`config.mk`:
```
export PLATFORM = sky130hd
export DESIGN_NAME = serial_parity_rx_flat
export DESIGN_NICKNAME = d
export VERILOG_FILES = /design/src/rtl/serial_parity_rx_if.sv /design/src/rtl/serial_parity_rx.sv /design/src/flat_wrapper.sv
export SDC_FILE = /design/constraint.sdc
export NUM_CORES = 1
export LEC_CHECK = 0
export BUFFER_PORTS_ARGS = -buffer_cell sky130_fd_sc_hd__buf_4
export CAP_MARGIN = 20
export CORE_MARGIN = 8
export CORE_UTILIZATION = 55
export CTS_CLUSTER_SIZE = 12
export DETAILED_ROUTE_END_ITERATION = 7
export PLACE_DENSITY = 0.77
export SLEW_MARGIN = 20
export SYNTH_ARGS = -nofsm -noshare
export SYNTH_HDL_FRONTEND = slang
export SYNTH_SLANG_ARGS = --single-unit
```
`constraint.sdc`:
```
create_clock -name clk -period 2.1 [get_ports clk]
set_input_delay 0.21 -clock clk [delete_from_list [all_inputs] [get_ports clk]]
set_output_delay 0.21 -clock clk [all_outputs]
set_load 0.01 [all_outputs]
```
`src/rtl/serial_parity_rx_if.sv`:
```
// Serial parity link, receive side: line/strobe inputs and decoded word outputs.
interface serial_parity_rx_if #(
   parameter int unsigned DATA_W = 8
) ();
   logic              bit_en;
   logic              rx_in;
   logic [DATA_W-1:0] data_out;
   logic              data_valid;
   logic              parity_err;
   logic              frame_err;
   logic              busy;

   // Line driver / word consumer side.
   modport master (
      output bit_en, rx_in,
      input  data_out, data_valid, parity_err, frame_err, busy
   );

   // Receiver side.
   modport slave (
      input  bit_en, rx_in,
      output data_out, data_valid, parity_err, frame_err, busy
   );
endinterface

```
`src/rtl/serial_parity_rx.sv`:
```
// Deserialises start / DATA_W data bits (LSB first) / parity / stop frames and
// reports the received word with parity and framing error flags.
module serial_parity_rx #(
   parameter int unsigned DATA_W     = 8,
   parameter bit          ODD_PARITY = 1'b0
) (
   input  logic                clk,
   input  logic                rst,
   serial_parity_rx_if.slave   bus
);
   localparam int unsigned CNT_W = $clog2(DATA_W) + 1;

   typedef enum logic [1:0] {
      ST_IDLE   = 2'd0,
      ST_DATA   = 2'd1,
      ST_PARITY = 2'd2,
      ST_STOP   = 2'd3
   } state_t;

   state_t              state_q, state_d;
   logic [CNT_W-1:0]    cnt_q, cnt_d;
   logic [DATA_W-1:0]   shift_q, shift_d;
   logic                acc_q, acc_d;
   logic                perr_q, perr_d;

   logic [DATA_W-1:0]   data_out_d;
   logic                data_valid_d;
   logic                parity_err_d;
   logic                frame_err_d;
   logic                busy_d;

   // State and registered outputs; reset aborts any frame in progress.
   always_ff @(posedge clk) begin
      if (rst) begin
         state_q        <= ST_IDLE;
         cnt_q          <= '0;
         shift_q        <= '0;
         acc_q          <= 1'b0;
         perr_q         <= 1'b0;
         bus.data_out   <= '0;
         bus.data_valid <= 1'b0;
         bus.parity_err <= 1'b0;
         bus.frame_err  <= 1'b0;
         bus.busy       <= 1'b0;
      end else begin
         state_q        <= state_d;
         cnt_q          <= cnt_d;
         shift_q        <= shift_d;
         acc_q          <= acc_d;
         perr_q         <= perr_d;
         bus.data_out   <= data_out_d;
         bus.data_valid <= data_valid_d;
         bus.parity_err <= parity_err_d;
         bus.frame_err  <= frame_err_d;
         bus.busy       <= busy_d;
      end
   end

   // Next-state and output decode; everything advances only on a bit strobe.
   always_comb begin
      state_d      = state_q;
      cnt_d        = cnt_q;
      shift_d      = shift_q;
      acc_d        = acc_q;
      perr_d       = perr_q;
      data_out_d   = bus.data_out;
      data_valid_d = 1'b0;
      parity_err_d = bus.parity_err;
      frame_err_d  = bus.frame_err;
      busy_d       = bus.busy;

      if (bus.bit_en) begin
         unique case (state_q)
            ST_IDLE: begin
               if (!bus.rx_in) begin
                  state_d = ST_DATA;
                  cnt_d   = '0;
                  shift_d = '0;
                  acc_d   = 1'b0;
                  busy_d  = 1'b1;
               end
            end
            ST_DATA: begin
               // Shift right so the first (LSB) bit ends up in bit 0.
               shift_d             = shift_q >> 1;
               shift_d[DATA_W-1]   = bus.rx_in;
               acc_d               = acc_q ^ bus.rx_in;
               cnt_d               = cnt_q + CNT_W'(1);
               if (cnt_q == CNT_W'(DATA_W - 1)) begin
                  state_d = ST_PARITY;
               end
            end
            ST_PARITY: begin
               perr_d  = (acc_q ^ bus.rx_in) != ODD_PARITY;
               state_d = ST_STOP;
            end
            ST_STOP: begin
               data_out_d   = shift_q;
               parity_err_d = perr_q;
               frame_err_d  = ~bus.rx_in;
               data_valid_d = 1'b1;
               busy_d       = 1'b0;
               state_d      = ST_IDLE;
            end
            default: state_d = ST_IDLE;
         endcase
      end
   end
endmodule

```
`src/flat_wrapper.sv`:
```
// flat-port wrapper written by rule: the top's interface ports become plain ports
module serial_parity_rx_flat 
#(
   parameter int unsigned DATA_W     = 8,
   parameter bit          ODD_PARITY = 1'b0
)
  (clk, rst, bus_bit_en, bus_rx_in, bus_data_out, bus_data_valid, bus_parity_err, bus_frame_err, bus_busy);
  serial_parity_rx_if #(.DATA_W(DATA_W)) bus_i ();
  input  logic clk;
  input  logic rst;
  input wire logic [$bits(bus_i.bit_en)-1:0] bus_bit_en;
  input wire logic [$bits(bus_i.rx_in)-1:0] bus_rx_in;
  output wire logic [$bits(bus_i.data_out)-1:0] bus_data_out;
  output wire logic [$bits(bus_i.data_valid)-1:0] bus_data_valid;
  output wire logic [$bits(bus_i.parity_err)-1:0] bus_parity_err;
  output wire logic [$bits(bus_i.frame_err)-1:0] bus_frame_err;
  output wire logic [$bits(bus_i.busy)-1:0] bus_busy;
  assign bus_i.bit_en = bus_bit_en;
  assign bus_i.rx_in = bus_rx_in;
  assign bus_data_out = bus_i.data_out;
  assign bus_data_valid = bus_i.data_valid;
  assign bus_parity_err = bus_i.parity_err;
  assign bus_frame_err = bus_i.frame_err;
  assign bus_busy = bus_i.busy;
  serial_parity_rx #(.DATA_W(DATA_W), .ODD_PARITY(ODD_PARITY)) u_core (.clk(clk), .rst(rst), .bus(bus_i));
endmodule
```
==> out/summary.txt, run 1 <==
STATUS
--------------------------------------------------------------------------------------------------------
Result of the run                                                                           finished clean

CELLS AND AREA
--------------------------------------------------------------------------------------------------------
Fraction of final layout cells sized beyond drive strength 1                                       15.5%
Synthesis-to-layout area growth                                                                    13.1%
Inserted Diodes                                                                                        0
Nets@finish                                                                                          158
FILL cells                                                                                           193

YOSYS
--------------------------------------------------------------------------------------------------------
Average cell area after synthesis                                                             8.59 sq um
Synthesized flop and latch total                                                                      28
Share of Yosys cell area claimed by the top area cell type                                         47.0%
Leading cell types by total area after synthesis                                            sky130_fd_sc_hd__dfxtp_1, sky130_fd_sc_hd__a21oi_1, sky130_fd_sc_hd__nand2_1
Largest area contributor in the netlist                                                     sky130_fd_sc_hd__dfxtp_1
Post-synthesis cell count                                                                            139
Cell variety after synth                                                                              29
Total number of yosys warnings                                                                         0
Sequential cell area fraction in the yosys report                                                  47.0%
Cell area after technology mapping                                                            1190 sq um
Syn nets                                                                                             148

PLACEMENT
--------------------------------------------------------------------------------------------------------
HPWL reported at the end of detailed placement                                                   1830 um
Number of buffers added on ports                                                                      15
Weighted congestion reported at the end of routability-driven placement                            0.766

STA
--------------------------------------------------------------------------------------------------------
Part of the cycle the worst path needs                                                             86.8%
Setup repair after global routing missed its margin                                                   no
Number of pins exceeding their max-slew limit in the final report                                      0
Skew final                                                                                    0.00429 ns
TNS Setup                                                                                           0 ns
Max transition margin                                                                              68.1%
Slew at the pin closest to its max-slew limit                                                   0.478 ns
Highest Clock Rate                                                                               549 MHz
Final Hold Viols                                                                                       0
Fin crit period                                                                                  1.82 ns
Final setup violation count                                                                            0

GLOBAL ROUTING
--------------------------------------------------------------------------------------------------------
Antenna violations before repair                                                                       0
Vias in the first global route                                                                       986
GRT Residual Overflow                                                                                  0
GRT Util Overall                                                                                   12.9%
Global-route wire length before repair                                                           4300 um
Pin count of the biggest net entering global routing                                                  29

CRITICAL PATH
--------------------------------------------------------------------------------------------------------
Required time at the endpoint of the critical path                                               2.36 ns
Data arrival time of the critical path                                                           2.09 ns
Type of the worst setup path                                                                flop to flop
Depth of the most critical reg-to-reg path                                                             5
Critical Path End                                                                           u_core.cnt_q[3]$_SDFFE_PP0P_
FF-to-FF End                                                                                u_core.cnt_q[3]$_SDFFE_PP0P_
Reg-to-reg startpoint                                                                       u_core.state_q[0]$_SDFFE_PP0P_
Worst setup slack for register-to-register paths                                                 0.28 ns
Maximum fanout count along the critical path                                                          16
Setup crit end kind                                                                                 flop
Type of origin of the critical path                                                                 flop
Beginning of the critical path                                                              u_core.state_q[0]$_SDFFE_PP0P_

CLOCK NETWORK
--------------------------------------------------------------------------------------------------------
Post-CTS clock slew at the launch and capture registers of the worst setup and hold paths        0.15 ns
Deepest level of the CTS H-tree                                                                        1
Post-cts hold buffer count                                                                             0
Number of cells upsized or downsized after cts                                                         0
Clock network latency to the later pin of the worst-skew pair                                    0.32 ns
Clk buf depth                                                                                          2
Setup Buffers After CTS                                                                                0
Clock sink count                                                                                      28
Root buf cell                                                                               sky130_fd_sc_hd__clkbuf_4
Clock tree from TritonCTS                                                                          built
Total clock buffers created by CTS                                                                     3

DIE
--------------------------------------------------------------------------------------------------------
Initial Utilization                                                                                56.1%
Core footprint                                                                                2130 sq um
Row Count                                                                                             17
Boundary Pins                                                                                         16
Height of the chip                                                                               62.6 um
Horizontal die dimension                                                                         62.6 um
Floorplan die area                                                                            3920 sq um

POWER
--------------------------------------------------------------------------------------------------------
Leakage power                                                                                   0.494 nW
Post-layout power                                                                                1.01 mW
Peak supply drop                                                                                  384 uV
Power per Cell Area                                                                          749 nW/um^2

DRT
--------------------------------------------------------------------------------------------------------
DR WL/cell                                                                                       14.9 um
DRC marker count from the first detailed-route iteration                                              37
Count of nets left with antenna violations after detail routing                                        0
Via total after detailed routing                                                                   1,011
Final Routed Wirelength                                                                          2620 um
Drt pass-1 iters                                                                                       4
Vias per Instance                                                                                   5.74
Remaining DRCs                                                                                         0

MIN PATH
--------------------------------------------------------------------------------------------------------
Min-Delay Path Class                                                                        input pin to flop

FLOW RUN
--------------------------------------------------------------------------------------------------------
Max Cap Violations                                                                                     0

## per-stage QoR
step / worst slack (ns) / hold WS, ns / cells / cell area [sq um] / utilization, %
finish: 0.278 / 0.125 / 176 / 1350 / 63.5
global route: 0.228 / 0.130 / 176 / 1350 / 63.5
CTS: 0.296 / 0.121 / 176 / 1350 / 63.5
global placement: 0.413 / 0.443 / 172 / 1300 / 61.0
floorplan: 0.444 / 0.428 / 139 / 1190 / -
detailed placement: 0.330 / 0.448 / 172 / 1300 / 61.0
## power by group
group | internal (mW) | switching [mW] | leakage [nW]
clock network | 0.193 | 0.160 | 0.0279
registers | 0.540 | 0.00745 | 0.226
logic | 0.0374 | 0.0727 | 0.240
## logic make-up (layout without fill, tap and decap cells)
family                     after synthesis  in the layout  synth area share (%)
and+or+nand+nor                         43             43                  16.9
adders and majority gates                5              5                  5.24
AOI/OAI and AO/OA                       46             46                  23.8
muxes                                    1              1                 0.839
buffers and inverters                   15             24                  5.55
xor gates and xnor gates                 1              1                 0.734
DFF                                     28             28                  47.0
## how the worst min path moves through the flow
stage,startpoint,endpoint,depth (start not counted)
global route,bus_rx_in,u_core.bus.frame_err$_SDFFE_PP0P_,2
global placement,u_core.bus.data_out[3]$_SDFFE_PP0P_,u_core.bus.data_out[3]$_SDFFE_PP0P_,2
CTS,bus_rx_in,u_core.bus.frame_err$_SDFFE_PP0P_,2
floorplan,u_core.shift_q[0]$_SDFFE_PP0P_,u_core.bus.data_out[0]$_SDFFE_PP0P_,2
finish,bus_rx_in,u_core.bus.frame_err$_SDFFE_PP0P_,2
detailed placement,u_core.bus.data_out[1]$_SDFFE_PP0P_,u_core.bus.data_out[1]$_SDFFE_PP0P_,2
## synthesized netlist by cell type (all sizes together)
master   count
a2111o       1
a2111oi      1
a211oi       2
a21bo        2
a21oi       24
a311oi       2
a31o         1
a31oi        1
and2         2
and4b        1
buf          2
clkbuf       9
dfxtp       28
ha           5
inv          4
mux2i        1
nand2       20
nand2b       2
nand3       10
nand3b       1
nor2         5
o211a        1
o21ai        9
o31ai        2
or4          2
xnor2        1
## cells in the final DEF, fill, tap and decap left out
cell                        synthesis  routed
sky130_fd_sc_hd__a21bo_4            1       1
sky130_fd_sc_hd__nand3b_1           1       1
sky130_fd_sc_hd__o21ai_0            9       9
sky130_fd_sc_hd__a21oi_1           24      24
sky130_fd_sc_hd__a311oi_1           2       2
sky130_fd_sc_hd__a21bo_2            1       1
sky130_fd_sc_hd__or4_1              2       2
sky130_fd_sc_hd__o211a_1            1       1
sky130_fd_sc_hd__o31ai_1            2       2
sky130_fd_sc_hd__a31oi_1            1       1
sky130_fd_sc_hd__buf_4              0      16
sky130_fd_sc_hd__a2111o_1           1       1
sky130_fd_sc_hd__nand2_1           20      20
sky130_fd_sc_hd__and2_1             2       2
sky130_fd_sc_hd__dfxtp_1           28      28
sky130_fd_sc_hd__a31o_2             1       1
sky130_fd_sc_hd__ha_1               5       5
sky130_fd_sc_hd__a2111oi_0          1       1
sky130_fd_sc_hd__bufinv_16          0       1
sky130_fd_sc_hd__clkbuf_4           0       3
sky130_fd_sc_hd__nand2b_1           2       2
sky130_fd_sc_hd__inv_1              4       4
sky130_fd_sc_hd__mux2i_1            1       1
sky130_fd_sc_hd__xnor2_1            1       1
sky130_fd_sc_hd__nor2_1             5       5
sky130_fd_sc_hd__nand3_1           10      10
sky130_fd_sc_hd__and4b_1            1       1
sky130_fd_sc_hd__a211oi_1           2       2
## critical path, stage by stage (launching register included)
cell	delay, ns
sky130_fd_sc_hd__dfxtp_1	0.41
sky130_fd_sc_hd__inv_1	0.09
sky130_fd_sc_hd__ha_1	0.30
sky130_fd_sc_hd__a21bo_4	0.30
sky130_fd_sc_hd__or4_1	0.50
sky130_fd_sc_hd__a21oi_1	0.16
## layer usage
metal / vias up / wire, um / global-route usage [%] / share of wire [%]
met5: - / 0 / 0 / 0
met4: 0 / 46 / 5.70 / 1.8
met3: 6 / 105 / 3.58 / 4.0
met2: 16 / 1320 / 22.8 / 50
met1: 484 / 1150 / 14.0 / 44
li1: 505 / - / - / -
## flip-flops by register name (all words and copies together), names as in the netlist
signal / cells
u_core.bus.data_valid: 1
u_core.state_q: 2
u_core.bus.data_out: 8
u_core.shift_q: 8
u_core.cnt_q: 4
u_core.bus.busy: 1
u_core.acc_q: 1
u_core.bus.parity_err: 1
u_core.bus.frame_err: 1
u_core.perr_q: 1
## area by class of cell
type | count | area (sq um) | share of cell area, %
timing repair buffer | 16 | 120 | 8.90
inverter | 4 | 15.0 | 1.11
multi-input combinational | 96 | 567 | 42.0
tap | 28 | 35.0 | 2.60
clock inverter | 1 | 30.0 | 2.22
clock buffer | 3 | 22.5 | 1.67
sequential | 28 | 561 | 41.5
Note: power is estimated with default switching activity, not from simulation.
==> inputs of run 2 (changes only) <==
--- a/config.mk
+++ b/config.mk
@@ -8,10 +8,10 @@
 export BUFFER_PORTS_ARGS = -buffer_cell sky130_fd_sc_hd__buf_4
 export CAP_MARGIN = 20
 export CORE_MARGIN = 8
-export CORE_UTILIZATION = 55
+export CORE_UTILIZATION = 49
 export CTS_CLUSTER_SIZE = 12
 export DETAILED_ROUTE_END_ITERATION = 7
-export PLACE_DENSITY = 0.77
+export PLACE_DENSITY = 0.72
 export SLEW_MARGIN = 20
 export SYNTH_ARGS = -nofsm -noshare
 export SYNTH_HDL_FRONTEND = slang
==> constraint.sdc (replaced) <==
create_clock -name clk -period 1.5 [get_ports clk]
set_input_delay 0.15 -clock clk [delete_from_list [all_inputs] [get_ports clk]]
set_output_delay 0.15 -clock clk [all_outputs]
set_load 0.01 [all_outputs]
==> out/summary.txt, run 2 (synthesis gave the netlist of run 1 again) <==
GLOBAL ROUTING
--------------------------------------------------------------------------------------------------------
GRT Util Overall                                                                                   13.1%   +0.18 points
Vias in the first global route                                                                       973   -1.3%
Antenna violations before repair                                                                       0   unchanged
GRT Residual Overflow                                                                                  0   unchanged
Global-route wire length before repair                                                           4580 um   +6.6%
Pin count of the biggest net entering global routing                                                  29   unchanged

POWER
--------------------------------------------------------------------------------------------------------
Post-layout power                                                                                1.39 mW   +38%
Peak supply drop                                                                                  565 uV   +47%
Leakage power                                                                                   0.571 nW   +16%
Power per Cell Area                                                                          904 nW/um^2   +21%

STA
--------------------------------------------------------------------------------------------------------
Number of pins exceeding their max-slew limit in the final report                                      0   unchanged
Highest Clock Rate                                                                               632 MHz   +15%
Final Worst Setup Slack                                                                       -0.0825 ns   -0.360 ns
TNS Setup                                                                                      -0.100 ns   -0.100 ns
Worst Hold Slack                                                                               0.0763 ns   -0.0489 ns
Max transition margin                                                                              75.2%   +7.1 points
Setup repair after global routing missed its margin                                                  yes
Part of the cycle the worst path needs                                                              106%   +19 points
Final setup violation count                                                                            2   +2
Slew at the pin closest to its max-slew limit                                                   0.369 ns   -0.110 ns
Skew final                                                                                    0.00718 ns   +0.00289 ns
Fin crit period                                                                                  1.58 ns   -0.240 ns
Final Hold Viols                                                                                       0   unchanged

CRITICAL PATH
--------------------------------------------------------------------------------------------------------
Data arrival time of the critical path                                                           1.81 ns   -0.28 ns
Worst setup slack for register-to-register paths                                                -0.08 ns   -0.36 ns
Depth of the most critical reg-to-reg path                                                             6   +1
Type of origin of the critical path                                                                 flop
FF-to-FF End                                                                                u_core.cnt_q[2]$_SDFFE_PP0P_
Type of the worst setup path                                                                flop to flop
Maximum fanout count along the critical path                                                           9   -7
Required time at the endpoint of the critical path                                               1.72 ns   -0.64 ns
Reg-to-reg startpoint                                                                       u_core.state_q[0]$_SDFFE_PP0P_
Setup crit end kind                                                                                 flop

CELLS AND AREA
--------------------------------------------------------------------------------------------------------
Inserted Diodes                                                                                        0   unchanged
Layout Utilization                                                                                 64.6%   +1.2 points
Non-filler cells, final                                                                              193   +9.7%
Nets@finish                                                                                          173   +9.5%
FILL cells                                                                                           224   +16%
Most common cell after layout, fill and taps aside                                          sky130_fd_sc_hd__buf_4
Fraction of final layout cells sized beyond drive strength 1                                       33.1%   +18 points
Post-Layout Inst Area                                                                         1540 sq um   +14%
Synthesis-to-layout area growth                                                                    29.2%
Top Registers                                                                               u_core.bus.data_out (8), u_core.shift_q (8), u_core.cnt_q (4)
Commonest non-fill, non-tap cells in the layout                                             sky130_fd_sc_hd__buf_4, sky130_fd_sc_hd__dfxtp_1, sky130_fd_sc_hd__a21oi_1

DIE
--------------------------------------------------------------------------------------------------------
Row Count                                                                                             18   +1
Height of the chip                                                                               65.4 um   +4.4%
Boundary Pins                                                                                         16   unchanged
Floorplan die area                                                                            4270 sq um   +9.0%
Core footprint                                                                                2390 sq um   +12%
Horizontal die dimension                                                                         65.4 um   +4.4%
Initial Utilization                                                                                50.0%   -6.1 points

PLACEMENT
--------------------------------------------------------------------------------------------------------
Total instance count after detailed placement                                                        183   +6.4%
Worst setup slack after placement                                                             -0.0252 ns   -0.356 ns
Number of buffers added on ports                                                                      15   unchanged
HPWL reported at the end of detailed placement                                                   1810 um   -1.2%
Placed Area                                                                                   1370 sq um   +5.8%
Weighted congestion reported at the end of routability-driven placement                            0.850   +11%

CLOCK NETWORK
--------------------------------------------------------------------------------------------------------
Post-cts hold buffer count                                                                             0   unchanged
Post-CTS clock slew at the launch and capture registers of the worst setup and hold paths        0.15 ns   about the same
Root buf cell                                                                               sky130_fd_sc_hd__clkbuf_4
Clock network latency to the later pin of the worst-skew pair                                    0.32 ns   about the same
Deepest level of the CTS H-tree                                                                        1   unchanged
Clock tree from TritonCTS                                                                          built
Clk buf depth                                                                                          2   unchanged
Total clock buffers created by CTS                                                                     3   unchanged
Clock sink count                                                                                      28   unchanged

MIN PATH
--------------------------------------------------------------------------------------------------------
Hold Path Origin                                                                               bus_rx_in
Worst hold path depth                                                                                  2   unchanged
Hold Crit Endpoint                                                                          u_core.bus.frame_err$_SDFFE_PP0P_
Min-Delay Path Class                                                                        input pin to flop

FLOW RUN
--------------------------------------------------------------------------------------------------------
Max Cap Violations                                                                                     0   unchanged

STATUS
--------------------------------------------------------------------------------------------------------
Failing checks                                                                              setup timing
Result of the run                                                                           finished, violations left

DRT
--------------------------------------------------------------------------------------------------------
DRC marker count from the first detailed-route iteration                                              53   +43%
Count of nets left with antenna violations after detail routing                                        0   unchanged
DR WL/cell                                                                                       14.4 um   -3.4%
Vias per Instance                                                                                   5.51   -4.1%
Remaining DRCs                                                                                         0   unchanged
Final Routed Wirelength                                                                          2770 um   +5.9%
Via total after detailed routing                                                                   1,063   +5.1%
Drt pass-1 iters                                                                                       4   unchanged

## run 2: worst max path at each step
stage / start / slack (ns) / to
after floorplan: u_core.state_q[0]$_SDFFE_PP0P_ / -0.04 / u_core.cnt_q[2]$_SDFFE_PP0P_
after global placement: u_core.state_q[0]$_SDFFE_PP0P_ / 0.05 / u_core.cnt_q[2]$_SDFFE_PP0P_
after detailed placement: u_core.state_q[0]$_SDFFE_PP0P_ / -0.03 / u_core.cnt_q[2]$_SDFFE_PP0P_
after CTS: u_core.state_q[0]$_SDFFE_PP0P_ / -0.02 / u_core.cnt_q[2]$_SDFFE_PP0P_
after global routing: u_core.state_q[0]$_SDFFE_PP0P_ / -0.17 / u_core.cnt_q[2]$_SDFFE_PP0P_
final: u_core.state_q[0]$_SDFFE_PP0P_ / -0.08 / u_core.cnt_q[2]$_SDFFE_PP0P_
## run 2: critical path, cell delays in order, from the launching register on
cell and delay (ns):
sky130_fd_sc_hd__dfxtp_4 0.40, sky130_fd_sc_hd__inv_4 0.04, sky130_fd_sc_hd__ha_4 0.17, sky130_fd_sc_hd__a21bo_4 0.23, sky130_fd_sc_hd__buf_4 0.17, sky130_fd_sc_hd__o31ai_1 0.36
sky130_fd_sc_hd__a21oi_2 0.12
## run 2: report_power, final
group	total [mW]	internal, mW	switching (mW)
clock	0.369	0.148	0.221
combinational	0.257	0.120	0.137
sequential	0.768	0.757	0.0109
## run 2: layer usage
layer  up-vias  track usage, %  part of all wire (%)
met5         -               0                     0
met4         0            4.36                   1.6
met3         6            2.04                   3.7
met2        22            22.6                    50
met1       497            16.1                    44
li1        538               -                     -
## run 2: what timing repair did
action                     in CTS  in global routing
gates resized for setup         6                 17
cloned                          0                  1
setup buffers                   1                  4
setup endpoints to repair       2                 11
pin swaps                       2                  5
## run 2: layout make-up
type / instances / area [sq um] / share of cell area (%)
well taps: 30 / 37.5 / 2.43
repair buffers: 31 / 234 / 15.2
flip-flops and latches: 28 / 566 / 36.7
clock buffers: 4 / 36.3 / 2.35
multi-input cells: 96 / 652 / 42.3
inverters: 4 / 17.5 / 1.14
